==> src/rtl/rme.sv <==
// rme -- SHA-256 message-expansion (message schedule) block.
//
// A one-cycle start_in pulse in IDLE captures the 16-word block i_m0..i_m15
// (i_m0 = M0, first/most significant word) in a LOAD cycle, then RUN streams
// the 64 schedule words W[0..63], one per clock, on o_message. o_round counts
// the words emitted (wrapping 63->0 on W[63]); o_FSM_state exposes the state
// encoding (IDLE=00, LOAD=01, RUN=10, DONE=11) to the compression datapath.
//
// Ports:
//   clk          rising-edge clock
//   rst_n        asynchronous reset, ACTIVE-HIGH despite the name
//   start_in     start pulse, sampled only in IDLE
//   i_m0..i_m15  block words, sampled only in LOAD
//   o_message    registered schedule word W[t]
//   o_round      round counter (6 bits)
//   o_FSM_state  current state encoding (2 bits)
//
// Optional build macro RME_ASSERT_EN compiles in simulation-only protocol
// checks; the datapath is identical with or without it.
module rme #(
  parameter int DATA_WIDTH = 32
) (
  input  logic                  clk,
  input  logic                  rst_n,
  input  logic                  start_in,
  input  logic [DATA_WIDTH-1:0] i_m0,
  input  logic [DATA_WIDTH-1:0] i_m1,
  input  logic [DATA_WIDTH-1:0] i_m2,
  input  logic [DATA_WIDTH-1:0] i_m3,
  input  logic [DATA_WIDTH-1:0] i_m4,
  input  logic [DATA_WIDTH-1:0] i_m5,
  input  logic [DATA_WIDTH-1:0] i_m6,
  input  logic [DATA_WIDTH-1:0] i_m7,
  input  logic [DATA_WIDTH-1:0] i_m8,
  input  logic [DATA_WIDTH-1:0] i_m9,
  input  logic [DATA_WIDTH-1:0] i_m10,
  input  logic [DATA_WIDTH-1:0] i_m11,
  input  logic [DATA_WIDTH-1:0] i_m12,
  input  logic [DATA_WIDTH-1:0] i_m13,
  input  logic [DATA_WIDTH-1:0] i_m14,
  input  logic [DATA_WIDTH-1:0] i_m15,
  output logic [DATA_WIDTH-1:0] o_message,
  output logic [5:0]            o_round,
  output logic [1:0]            o_FSM_state
);

  typedef enum logic [1:0] {
    IDLE = 2'b00,
    LOAD = 2'b01,
    RUN  = 2'b10,
    DONE = 2'b11
  } state_t;

  state_t                          state_q, state_d;
  logic [5:0]                      round_q, round_d;
  logic [DATA_WIDTH-1:0]           msg_q, msg_d;
  // 16-word sliding window; element 0 is the oldest word (next to emit).
  logic [15:0][DATA_WIDTH-1:0]     win_q, win_d;
  logic [DATA_WIDTH-1:0]           new_word;

  function automatic logic [DATA_WIDTH-1:0] rotr(input logic [DATA_WIDTH-1:0] x,
                                                 input int unsigned n);
    return (x >> n) | (x << (DATA_WIDTH - n));
  endfunction

  function automatic logic [DATA_WIDTH-1:0] sig0(input logic [DATA_WIDTH-1:0] x);
    return rotr(x, 7) ^ rotr(x, 18) ^ (x >> 3);
  endfunction

  function automatic logic [DATA_WIDTH-1:0] sig1(input logic [DATA_WIDTH-1:0] x);
    return rotr(x, 17) ^ rotr(x, 19) ^ (x >> 10);
  endfunction

  // Window position j holds W[t+j]; this is W[t+16] from W[t+14], W[t+9],
  // W[t+1], W[t].
  assign new_word = sig1(win_q[14]) + win_q[9] + sig0(win_q[1]) + win_q[0];

  always_comb begin
    state_d = state_q;
    round_d = round_q;
    msg_d   = msg_q;
    win_d   = win_q;
    unique case (state_q)
      IDLE: begin
        round_d = '0;
        if (start_in) state_d = LOAD;
      end
      LOAD: begin
        win_d   = {i_m15, i_m14, i_m13, i_m12, i_m11, i_m10, i_m9, i_m8,
                   i_m7,  i_m6,  i_m5,  i_m4,  i_m3,  i_m2,  i_m1, i_m0};
        round_d = '0;
        state_d = RUN;
      end
      RUN: begin
        msg_d   = win_q[0];
        round_d = round_q + 6'd1;   // natural 6-bit wrap gives 63 -> 0
        win_d   = {new_word, win_q[15:1]};
        if (round_q == 6'd63) state_d = DONE;
      end
      DONE: begin
        round_d = '0;
        state_d = IDLE;
      end
      default: state_d = IDLE;
    endcase
  end

  always_ff @(posedge clk or posedge rst_n) begin
    if (rst_n) begin
      state_q <= IDLE;
      round_q <= '0;
      msg_q   <= '0;
      win_q   <= '0;
    end else begin
      state_q <= state_d;
      round_q <= round_d;
      msg_q   <= msg_d;
      win_q   <= win_d;
    end
  end

  assign o_message   = msg_q;
  assign o_round     = round_q;
  assign o_FSM_state = state_q;

`ifdef RME_ASSERT_EN
  always @(posedge clk) begin
    if (!rst_n) begin
      if (state_q != RUN && state_q != DONE && round_d != round_q)
        $error("rme: o_round changing outside RUN/DONE (state %b)", state_q);
      if (start_in && state_q != IDLE)
        $warning("rme: start_in high outside IDLE is ignored (state %b)", state_q);
      if ((state_d != state_q) && (2'(state_d) != 2'(state_q + 2'd1)))
        $error("rme: illegal state transition %b -> %b", state_q, state_d);
    end
  end
`endif

endmodule

==> config.mk <==
export PLATFORM = sky130hd
export DESIGN_NAME = rme
export DESIGN_NICKNAME = d
export VERILOG_FILES = /design/src/rtl/rme.sv
export SDC_FILE = /design/constraint.sdc
export NUM_CORES = 2
export LEC_CHECK = 0
export CORE_ASPECT_RATIO = 1.75
export CORE_MARGIN = 3
export CORE_UTILIZATION = 40
export DETAILED_ROUTE_END_ITERATION = 10
export MAX_ROUTING_LAYER = met4
export PLACE_DENSITY_LB_ADDON = 0.08
export SLEW_MARGIN = 15
export SYNTH_ARGS = -nofsm -noshare
export SYNTH_HDL_FRONTEND = slang
export SYNTH_SLANG_ARGS = --single-unit
==> constraint.sdc <==
create_clock -name clk -period 31.7 [get_ports clk]
set_input_delay 9.51 -clock clk [delete_from_list [all_inputs] [get_ports clk]]
set_output_delay 9.51 -clock clk [all_outputs]
set_load 0.05 [all_outputs]
# Yosys cells after proc, flatten, opt, wreduce, memory -nomap -nowiden
# Cells that the tools add are included.
totals:
  regBits: 552
  out_inout_bits: 40
  word_cells: 46
classes:
  addsub: 4
  n_eq_ne: 6
  muxes: 5
  bitwise: 8
  reduce_logical: 4
ops:
  columns: ["cell", "n"]
  rows:
  - ["$pmux 512 s2", 1]
  - ["$add 32x32->32", 3]
  - ["$xor 32x32->32", 2]
  - ["$or 13x32->32", 1]
  - ["$or 14x32->32", 1]
  - ["$or 15x32->32", 1]
  - ["$or 25x32->32", 1]
  - ["$xor 32x22->32", 1]
  - ["$xor 32x29->32", 1]
  - ["$pmux 6 s2", 1]
  - ["$pmux 2 s4", 1]
  - ["$add 6x1->6 const B", 1]
  - ["$eq 6x6->1 const B", 1]
  - ["$eq 2x2->1 const B", 2]
  - ["$mux 2", 2]
  - ["$ne 2x2->1 const B", 2]
  - ["$reduce_or 3->1", 1]
  - ["$eq 2x1->1 const B", 1]
  - ["$logic_not 2->1", 1]
  - ["$reduce_and 2->1", 1]
  - ["$reduce_bool 2->1", 1]

# Longest topological paths before layout
logic_depth:
  ltp_word: 7
  mapped_depth: 17
  ltp_nobuf: 16

# Worst setup path before layout
# OpenSTA, ideal clock, no wires.
synth_timing:
  path_type: "input-to-reg"
  startpoint: "input port i_m15[31]"
  endpoint: "register win_q[511] (netlist bit)"
  setup_ns: 0.128
  t_arrival_ns: 10.067
  required_ns: 31.572
  path_slack_ns: 21.506
  path_stages: 4
  cell_sequence: "o21ai_0 > nor2b_1 > a222oi_1 > nand2_1"
synth_via:
  elab_chain_cells: 1
synth_lines:
  columns: ["item", "line_no", "source"]
  rows:
  - ["start, declared", "41", "input logic [DATA_WIDTH-1:0] i_m15,"]
  - ["$pmux 512 s2", "83", "unique case (state_q)"]
  - ["end signal, assigned", "118", "win_q <= win_d;"]
  - ["end, declared", "58", "logic [15:0][DATA_WIDTH-1:0] win_q, win_d;"]
# Every way passes these cells.
# A chain may end at the register's enable or synchronous reset.

==> results.md <==
* Largest family of logic cells by synthesized area: multiplexers
* Crit start category: primary input
* Mapped cell area at 29100 sq um
* Hold Buf Count CTS at 0
* Post-cts repair resize count at 0
* Slew Viols, Final at 0
* Top_reg_cell synth: dfrtp_1
* All-Layer GR Usage at 28.0%
* Mux cell area share after synthesis at 18.1%
* Grt ovf at 0
* Worst-Margin Slew at 1140 ps
* R2r setup slk at 26130 ps
* Setup TNS at 0 ps
* CP Cell Sequence: clkdlybuf4s50_1, inv_8, buf_12, buf_4
* Die X at 210 microns
* WHS Path Cells at 1
* Die H at 363 microns
* Final Hold Viols at 0
* Critical path fanouts, max at 165
* Max Cap Violations at 0
* Simple-Gate Fraction of Synth Area at 8.31%
* Hold Crit Endpoint: win_q[502]
* Layout Nets at 3925
* CP max stage cell: buf_4
* Synthesized area per cell at 10.0 sq um
* Library cells used by synthesis at 55
* DRT Pass-1 Iters at 5
* Worst Skew at 22.6 ps
* Clk Latency, worst-skew pair at 630 ps
* Worst-path clk slew at 70 ps
* Clk root buf: clkbuf_16
* Number of cell rows at 130
* RSZ-0062 raised after global routing: false
* Tcrit/Tclk final at 37.2%
* Mapped Cells at 2903
* R2R Path Start: o_FSM_state[1]
* CP required at 32290 ps
* Worst Hold Class: register to register
* Post-synthesis sequential area ratio at 47.4%
* Vias at 22400
* Hold Startpoint: win_q[502]
* Worst R2R End: win_q[336]
* Post-synth EDFFs at 0
* Filler instances at 6687
* Final estimated routing congestion in global placement at 0.931
* Core area at 71900 sq um
* Drt wl/cell at 24.7 microns
* Xor/xnor share of the synthesized area at 4.27%
* Ys async rst share at 100%
* Max frequency at 84.7 MHz
* Normalized max-slew margin at 24.0%
* # H-tree levels at 2
* Final ANT Viol Nets at 0
* Yosys reg bits at 552
* Max incr delay on CP at 890 ps
* Crit path kind: primary input to async pin
* Largest net degree at the start of global routing at 188
* # clock sinks at 552
* Worst reg2reg path depth at 8
* Post-CTS setup buffers at 0
* IO buf count at 554
* Number of global-route vias before repair at 23100
* Area Growth Syn to Fin at 27.9%
* Post-Syn Nets at 3514
* Final Setup Violations at 0
* Total CTS buffers at 53
* Setup crit end kind: async pin
* CTS tree: yes
* Synth warn at 0
* IO Pins at 555
* Vias/cell at 5.19
* Maximum buffer depth of the clock tree at 3
* Initial Utilization at 40.5%
* Status: finished clean
* Initial antenna violation count at 30
* Crit path arrival time at 12400 ps
* 1st-iter DRT viols at 1534
* Detailed Place HPWL at 82.2 mm
* Routed WL at 106 mm
* First-pass GRT wire length at 153 mm
* DIE AREA at 76200 sq um
* Adder-cell area share of the yosys netlist at 5.72%
* Synth Area in Compound Gates at 11.6%
* DRC violations left at 0
* Crit path time final at 11810 ps
* Layout cells sized above 1 at 4.68%
==> layer usage <==
metal / wire [microns] / share of wire [%] / vias to the layer above / global-route usage [%]
li1: - / - / 10800 / -
met1: 40900 / 38 / 10700 / 32.0
met2: 53600 / 50 / 699 / 47.4
met3: 6370 / 6.0 / 175 / 5.89
met4: 5530 / 5.2 / 0 / 12.9
met5: 0 / 0 / - / -
==> critical path, delay by kind of cell <==
family   cells  cell delay, ps
buf+inv      4            2650
==> kinds of logic (layout without fill, tap and decap cells) <==
logic type                 after synthesis  in the layout
muxes                                  522            522
buffers and inverters                  352            802
and+or+nand+nor                        609            609
AOI/OAI and AO/OA                      630            630
other                                    0             28
DFF                                    552            552
adders and majority gates               96             96
xor gates and xnor gates               142            142
==> through the flow <==
step / hold WS (ps) / setup slack (ps) / cells / area (sq um) / utilization, %
after global placement: 472 / 19160 / 4183 / 35200 / 49.0
after CTS: 496 / 19740 / 4277 / 37200 / 51.7
after global routing: 500 / 19460 / 4305 / 37200 / 51.8
after floorplan: 453 / 6760 / 2903 / 29100 / -
final: 500 / 19890 / 4305 / 37200 / 51.8
after detailed placement: 481 / 19090 / 4183 / 35200 / 49.0
==> sequential cells by signal, summed over array words and instances, names as in the netlist <==
register	flops
o_message	32
win_q	512
o_FSM_state	2
o_round	6
==> area by class of cell <==
cell class,instances,area [sq um],area share [%]
tap,924,1160,3.10
inverter,132,503,1.35
timing repair buffer,576,5760,15.5
sequential,552,13800,37.1
multi-input combinational,1999,14000,37.6
clock buffer,68,1450,3.90
antenna,28,70.1,0.188
clock inverter,26,485,1.30
==> layout by cell type (no fill, tap or decap), types with 12 or more instances in the layout <==
master	netlist	layout
nor2_1	517	517
a21oi_1	533	533
nand3_1	12	12
xnor2_1	83	83
diode_2	0	28
clkbuf_16	0	53
clkdlybuf4s50_1	0	554
o21ai_0	35	35
dfrtp_1	552	552
mux2i_1	489	489
buf_4	0	18
xor2_1	59	59
inv_1	131	130
ha_1	34	32
a22oi_1	14	14
bufinv_16	0	13
nand2_1	34	34
mux2_2	32	32
fa_1	62	62
==> synthesized netlist by cell type (11+ instances only) <==
cell type  instances  area [sq um]
nand3_1           12          60.1
mux2_2            32           360
nor2_1           517          1940
mux2i_1          489          4890
xor2_1            59           517
fa_1              62          1240
xnor2_1           83           727
dfrtp_1          552         13800
a22oi_1           14           105
ha_1              34           425
inv_1            131           492
buf_1             55           206
o21ai_0           35           175
a21oi_1          533          2670
nor3_1            11          55.1
nand2_1           34           128
clkbuf_1         157           589
==> how the worst max path moves through the flow <==
stage	from	to	slack, ps	cells after the start
2_1_floorplan	rst_n	o_FSM_state[0]	6760	1
3_3_place_gp	rst_n	win_q[39]	19160	4
3_5_place_dp	rst_n	win_q[45]	19090	4
4_1_cts	rst_n	win_q[27]	19740	4
5_1_grt	rst_n	win_q[17]	19460	4
6_report	rst_n	win_q[27]	19890	4
Power is left out: the tool's default activity adds up to more than one toggle a clock period on the data nets, which glitch-free logic cannot reach.
